[src/rtl/cmd_cntrl.sv]
// Command controller for a line-following cart. It accepts GO/STOP command
// bytes, tracks the destination station, compares station IDs from the
// barcode decoder, and drives the motion enable plus a piezo buzzer that
// sounds while the cart is in transit but blocked by an obstacle.
module cmd_cntrl #(
  parameter int BUZZ_HALF = 6250
) (
  input  logic       clk,
  input  logic       rst_n,
  input  logic [7:0] cmd,
  input  logic       cmd_rdy,
  output logic       clr_cmd_rdy,
  input  logic [7:0] ID,
  input  logic       ID_vld,
  output logic       clr_ID_vld,
  input  logic       OK2Move,
  output logic       go,
  output logic       buzz,
  output logic       buzz_n,
  output logic       in_transit
);

  // A one-cycle half period would give a zero-width counter; keep at least one bit.
  localparam int CW = (BUZZ_HALF > 1) ? $clog2(BUZZ_HALF) : 1;
  localparam logic [CW-1:0] CNT_LAST = CW'(BUZZ_HALF - 1);

  typedef enum logic {
    IDLE       = 1'b0,
    IN_TRANSIT = 1'b1
  } state_t;

  typedef enum logic [1:0] {
    OP_STOP = 2'b00,
    OP_GO   = 2'b01
  } opcode_t;

  state_t        state;
  logic [5:0]    dest_id;
  logic [CW-1:0] buzz_cnt;
  logic          buzz_en;
  logic          id_match;
  logic [1:0]    opcode;

  assign opcode     = cmd[7:6];
  assign id_match   = (ID[5:0] == dest_id);
  assign in_transit = (state == IN_TRANSIT);
  assign go         = in_transit & OK2Move;
  assign buzz_en    = in_transit & ~OK2Move;
  assign buzz_n     = ~buzz;

  // Mealy acknowledges; a pending command takes priority over an ID while in transit.
  always_comb begin
    // NOTE: every output gets a default first so no path leaves it unassigned,
    // which would otherwise infer a latch.
    clr_cmd_rdy = 1'b0;
    clr_ID_vld  = 1'b0;
    if (rst_n) begin
      clr_cmd_rdy = cmd_rdy;
      if (state == IDLE) clr_ID_vld = ID_vld;
      else               clr_ID_vld = ID_vld & ~cmd_rdy;
    end
  end

  // Transit state and destination register.
  always_ff @(posedge clk or negedge rst_n) begin
    if (!rst_n) begin
      state   <= IDLE;
      dest_id <= 6'd0;
    end else begin
      // NOTE: sequential state uses non-blocking assignments so every register
      // samples pre-edge values regardless of statement order.
      case (state)
        IDLE: begin
          if (cmd_rdy && opcode == OP_GO) begin
            dest_id <= cmd[5:0];
            state   <= IN_TRANSIT;
          end
        end
        IN_TRANSIT: begin
          if (cmd_rdy) begin
            if (opcode == OP_GO)        dest_id <= cmd[5:0];
            else if (opcode == OP_STOP) state   <= IDLE;
          end else if (ID_vld && id_match) begin
            state <= IDLE;
          end
        end
        default: state <= IDLE;
      endcase
    end
  end

  // Buzzer half-period counter; held cleared whenever the buzzer is silent.
  always_ff @(posedge clk or negedge rst_n) begin
    if (!rst_n) begin
      buzz_cnt <= '0;
      buzz     <= 1'b0;
    end else if (!buzz_en) begin
      buzz_cnt <= '0;
      buzz     <= 1'b0;
    end else if (buzz_cnt == CNT_LAST) begin
      buzz_cnt <= '0;
      buzz     <= ~buzz;
    end else begin
      buzz_cnt <= buzz_cnt + 1'b1;
    end
  end

endmodule

[config.mk]
export PLATFORM = sky130hd
export DESIGN_NAME = cmd_cntrl
export DESIGN_NICKNAME = d
export VERILOG_FILES = /design/src/rtl/cmd_cntrl.sv
export SDC_FILE = /design/constraint.sdc
export NUM_CORES = 1
export LEC_CHECK = 0
export CORE_MARGIN = 4
export CORE_UTILIZATION = 35
export DETAILED_ROUTE_END_ITERATION = 10
export PLACE_DENSITY = 0.69
export SETUP_SLACK_MARGIN = 0.2
export SLEW_MARGIN = 40
export SYNTH_ARGS = -nofsm -noshare
export SYNTH_HDL_FRONTEND = slang
export SYNTH_SLANG_ARGS = --single-unit
[constraint.sdc]
create_clock -name clk -period 2.5 [get_ports clk]
set_clock_uncertainty 0.2 [all_clocks]
set_input_delay 0.75 -clock clk [delete_from_list [all_inputs] [get_ports clk]]
set_output_delay 0.75 -clock clk [all_outputs]
set_load 0.005 [all_outputs]
* Word level (Yosys, flattened, before mapping)
Index checks and enable logic that the tools add are counted.
Operators by class: equality and inequality tests 7, add/subtract/negate cells 1, bitwise logic cells 7, muxes and demuxes 17, reductions and logical operators 4
Operators with widths (number):
- $mux W13 | 2
- $mux W6 | 3
- $add A13 B1 Y13 const B | 1
- $eq A13 B13 Y1 const B | 1
- $pmux W6 S2 | 1
- $mux W1 | 10
- $eq A6 B6 Y1 | 1
- $ne A2 B1 Y1 const B | 3
- $not A1 Y1 | 4
- $and A1 B1 Y1 | 3
- $reduce_and A3 Y1 | 1
- $eq A2 B1 Y1 const B | 1
- $logic_and A1 B1 Y1 | 2
- $logic_not A2 Y1 | 1
- $ne A2 B2 Y1 const B | 1
- $pmux W1 S2 | 1
Storage, ports and cells: logic and storage cells 40, flip-flop bits (word level) 21, bits of input ports 21, output and inout bits 6

* Longest topological paths before layout
word-level depth 5, depth in mapped cells 6, gate-level depth less buffers 5

* Worst setup path after synthesis
OpenSTA, ideal clock, no wires.
path kind input port to output port, start in rst_n, end out clr_ID_vld, stages 2, arrival 0.916 ns, setup slack 0.634 ns, cells stage by stage nand2_1 -> a21oi_1
Between the ends: cells in the longest elaborated chain, start to end 1
RTL lines:
- start, declared | line 9 | input logic rst_n,
- $mux W1 | line 57 | if (rst_n) begin
- end, declared | line 15 | output logic clr_ID_vld,
No other way between the ends.

* Final worst setup path
start reg state (netlist: in_transit), end out in_transit
RTL lines:
- start, declared | line 37 | state_t state;
- start signal, assigned | line 67 | state <= IDLE;
- start signal, assigned | line 76 | state <= IN_TRANSIT;
- start signal, assigned | line 82 | else if (opcode == OP_STOP) state <= IDLE;
- end, declared | line 20 | output logic in_transit
No word-level cell between the ends.

==> flow_metrics.env <==
export IMPL_synthesis_area_sq_um=1082
export IMPL_p_leak_nw=0.5564
export IMPL_drc_errors=0
export IMPL_synth_fp_nets=123
export IMPL_startpoint_type="flop"
export IMPL_grt_max_degree=14
export IMPL_cpLargestDelayFamily="buffers and inverters"
export IMPL_synth_seq_cells=21
export IMPL_netlist_area_leader_share_pct=48.55
export IMPL_fin_crit_sh_pct=89.81
export IMPL_worst_slew_pin_transition_ns=0.5585
export IMPL_place_congestion=0.7683
export IMPL_clk_root_buffer_cell="clkbuf_4"
export IMPL_yosys_area_top_type="dfrtp_1"
export IMPL_grt_overflow=0
export IMPL_max_cap_violations=0
export IMPL_synthDistinctLibCells=29
export IMPL_ant_nets=0
export IMPL_netlist_top_cells_count="21 x dfrtp_1, 10 x a21oi_1, 7 x xor2_1"
export IMPL_slew_viol_final=0
export IMPL_synthMostInstantiatedCell="dfrtp_1"
export IMPL_die_area_sq_um=4046
export IMPL_fillCellCount=280
export IMPL_routed_via_density=5.401
export IMPL_fin_util_pct=48.86
export IMPL_ir_drop_uv=177.8
export IMPL_ios=27
export IMPL_crit_fanout=6
export IMPL_muxShareOfSynthArea_pct=6.243
export IMPL_rr_worst_depth=5
export IMPL_htree_levels=1
export IMPL_ys_warn_count=0
export IMPL_die_h_um=63.61
export IMPL_drive_gt1_share_pct=16.03
export IMPL_start_util_pct=37.94
export IMPL_required_ns=1.55
export IMPL_synth_top_family_by_area="simple AND/OR/NAND/NOR gates"
export IMPL_crit_slowest_cell="clkdlybuf4s50_1"
export IMPL_cp_arrival_ns=1.30
export IMPL_core_sq_um=2853
export IMPL_track_usage_pct=12.18
export IMPL_area_growth_pct=28.79
export IMPL_clk_pin_slew_ns=0.12
export IMPL_path_cells="clkdlybuf4s50_1"
export IMPL_synth_xor_area_share_pct=7.283
export IMPL_antenna_found_initial=0
export IMPL_maxSlewHeadroom_pct=62.76
export IMPL_max_freq_mhz=445.4
export IMPL_min_path_type="in -> async"
export IMPL_clock_sinks=21
export IMPL_drtIter0Drc=23
export IMPL_synth_seq_area_share_pct=48.55
export IMPL_numCtsBuffers=3
export IMPL_synth_ff_type="dfrtp_1"
export IMPL_cts_setup_buffers=0
export IMPL_clock_path_buffers=2
export IMPL_num_vias=875
export IMPL_synth_edf_count=0
export IMPL_synth_area_leaders="dfrtp_1 49%, mux2_2 6.2%, xor2_1 5.7%, a21oi_1 4.6%, o31ai_1 2.8%"
export IMPL_period_minus_slack_ns=2.245
export IMPL_crit_path_end_kind="output port"
export IMPL_max_stage_delay_ns=0.53
export IMPL_hpwl_mm=1.731
export IMPL_synth_cells=100
export IMPL_totalWireLength_mm=2.265
export IMPL_rows=19
export IMPL_timing_rr_end="buzz_cnt[2]"
export IMPL_firstDrtPassIters=4
export IMPL_grt_pass1_wl_mm=3.967
export IMPL_io_buffer_count=24
export IMPL_setup_tns_ns=0
export IMPL_grt_pass1_vias=861
export IMPL_p_per_area_nw_per_um2=463.5
export IMPL_async_reset_ff_share_pct=100.0
export IMPL_synth_area_per_cell_sq_um=10.82
export IMPL_synthSimpleGateAreaFrac_pct=19.65
export IMPL_r2r_slack_ns=0.47
export IMPL_wl_per_cell_um=13.98
export IMPL_antennaDiodeCount=0
export IMPL_hold_viol_final=0
export IMPL_synth_compound_area_share_pct=13.53
export IMPL_crit_type="reg -> out"
export IMPL_critical_path_buf_inv_count=1
export IMPL_rsz0062_at_grt="yes"
export IMPL_clock_latency_ns=0.31
export IMPL_nets=155
export IMPL_hold_ws_ns=0.1755
export IMPL_setup_viol=0
export IMPL_rr_startpoint="buzz_cnt[1]"
export IMPL_cts_tree="built"
export IMPL_outcome="finished, final reports clean"
export IMPL_synth_fa_ha_area_share_pct=2.312
export IMPL_cts_hold_buffers=0
export IMPL_dieWidth_um=63.61
-- cell usage in the layout, fill, tap and decap left out --
| cell type | count |
|---|---|
| mux2_2 | 6 |
| nand3b_1 | 2 |
| or4_1 | 4 |
| nor2b_1 | 1 |
| a21oi_2 | 1 |
| dlygate4sd2_1 | 2 |
| nand3_1 | 4 |
| nand4_1 | 3 |
| or4bb_1 | 1 |
| clkbuf_4 | 3 |
| dlymetal6s2s_1 | 2 |
| xor2_1 | 7 |
| inv_1 | 4 |
| nor3_1 | 1 |
| a21oi_1 | 9 |
| o31ai_4 | 1 |
| xnor2_1 | 2 |
| and2_1 | 2 |
| or4b_4 | 1 |
| clkdlybuf4s50_1 | 16 |
| dfrtp_1 | 21 |
| nand2b_1 | 1 |
| buf_2 | 4 |
| nor4_1 | 1 |
| nand4b_1 | 1 |
| o31ai_1 | 4 |
| nand2_1 | 4 |
| o21ai_0 | 4 |
| a21boi_0 | 1 |
| nor2_1 | 5 |
| o311ai_0 | 1 |
| o41ai_1 | 1 |
| or3_1 | 4 |
| ha_1 | 2 |
| clkinv_2 | 1 |
| buf_4 | 4 |
-- cell type report --
class / count / area (sq um) / area share (%)
sequential: 21 / 525.5 / 37.70
clock inverter: 1 / 5.005 / 0.3591
timing repair buffer: 28 / 252.7 / 18.13
inverter: 4 / 15.01 / 1.077
multi-input combinational: 74 / 534.3 / 38.33
clock buffer: 3 / 22.52 / 1.616
tap: 31 / 38.79 / 2.783
-- per-stage QoR --
stage / setup slack (ns) / instances / area (sq um) / total power [W]
after global routing: 0.1965 / 162 / 1394 / 0.0006894
after CTS: 0.01625 / 162 / 1398 / 0.0006607
final: 0.2546 / 162 / 1394 / 0.0006460
after global placement: -0.4101 / 158 / 1380 / 0.0004933
after detailed placement: -0.4257 / 158 / 1380 / 0.0004972
after floorplan: 0.6344 / 100 / 1082 / 0.0004359
-- state kept, by name, indices dropped and copies added, names as in the netlist --
signal	flops
buzz_cnt	13
dest_id	6
buzz	1
in_transit	1
-- power by group --
group          switching [W]  internal (W)  total (W)
registers          0.0000173      0.000362   0.000379
clock network       0.000101     0.0000597   0.000161
logic              0.0000409     0.0000649   0.000106
total               0.000159      0.000487   0.000646
-- logic make-up (layout without fill, tap and decap cells) --
family / count (synthesis) / count (layout)
simple gates: 35 / 35
buf+inv: 5 / 36
xor+xnor: 9 / 9
compound gates: 22 / 22
mux: 6 / 6
fa+ha+maj: 2 / 2
flops: 21 / 21
-- routing by layer --
layer	GRT usage (%)	up-vias	wire, um
met4	4.043	0	27
li1	-	437	-
met5	0	-	0
met3	3.197	3	137
met1	15.70	403	1102
met2	19.69	32	997
-- how the worst max path moves through the flow --
stage	slack, ns	end	startpoint	cells after the start
6_report	0.25	in_transit	in_transit	1
5_1_grt	0.20	in_transit	in_transit	1
3_5_place_dp	-0.43	clr_ID_vld	rst_n	4
4_1_cts	0.02	clr_ID_vld	ID_vld	4
3_3_place_gp	-0.41	clr_ID_vld	rst_n	4
2_1_floorplan	0.63	clr_ID_vld	rst_n	2
-- what timing repair did --
| item | 4_1_cts | 5_1_grt |
|---|---|---|
| endpoints found under the hold margin | 0 | 0 |
| setup endpoints to repair | 3 | 4 |
| gates resized for setup | 16 | 5 |
| pin swaps | 0 | 0 |
Power figures use the tool's default switching activity.
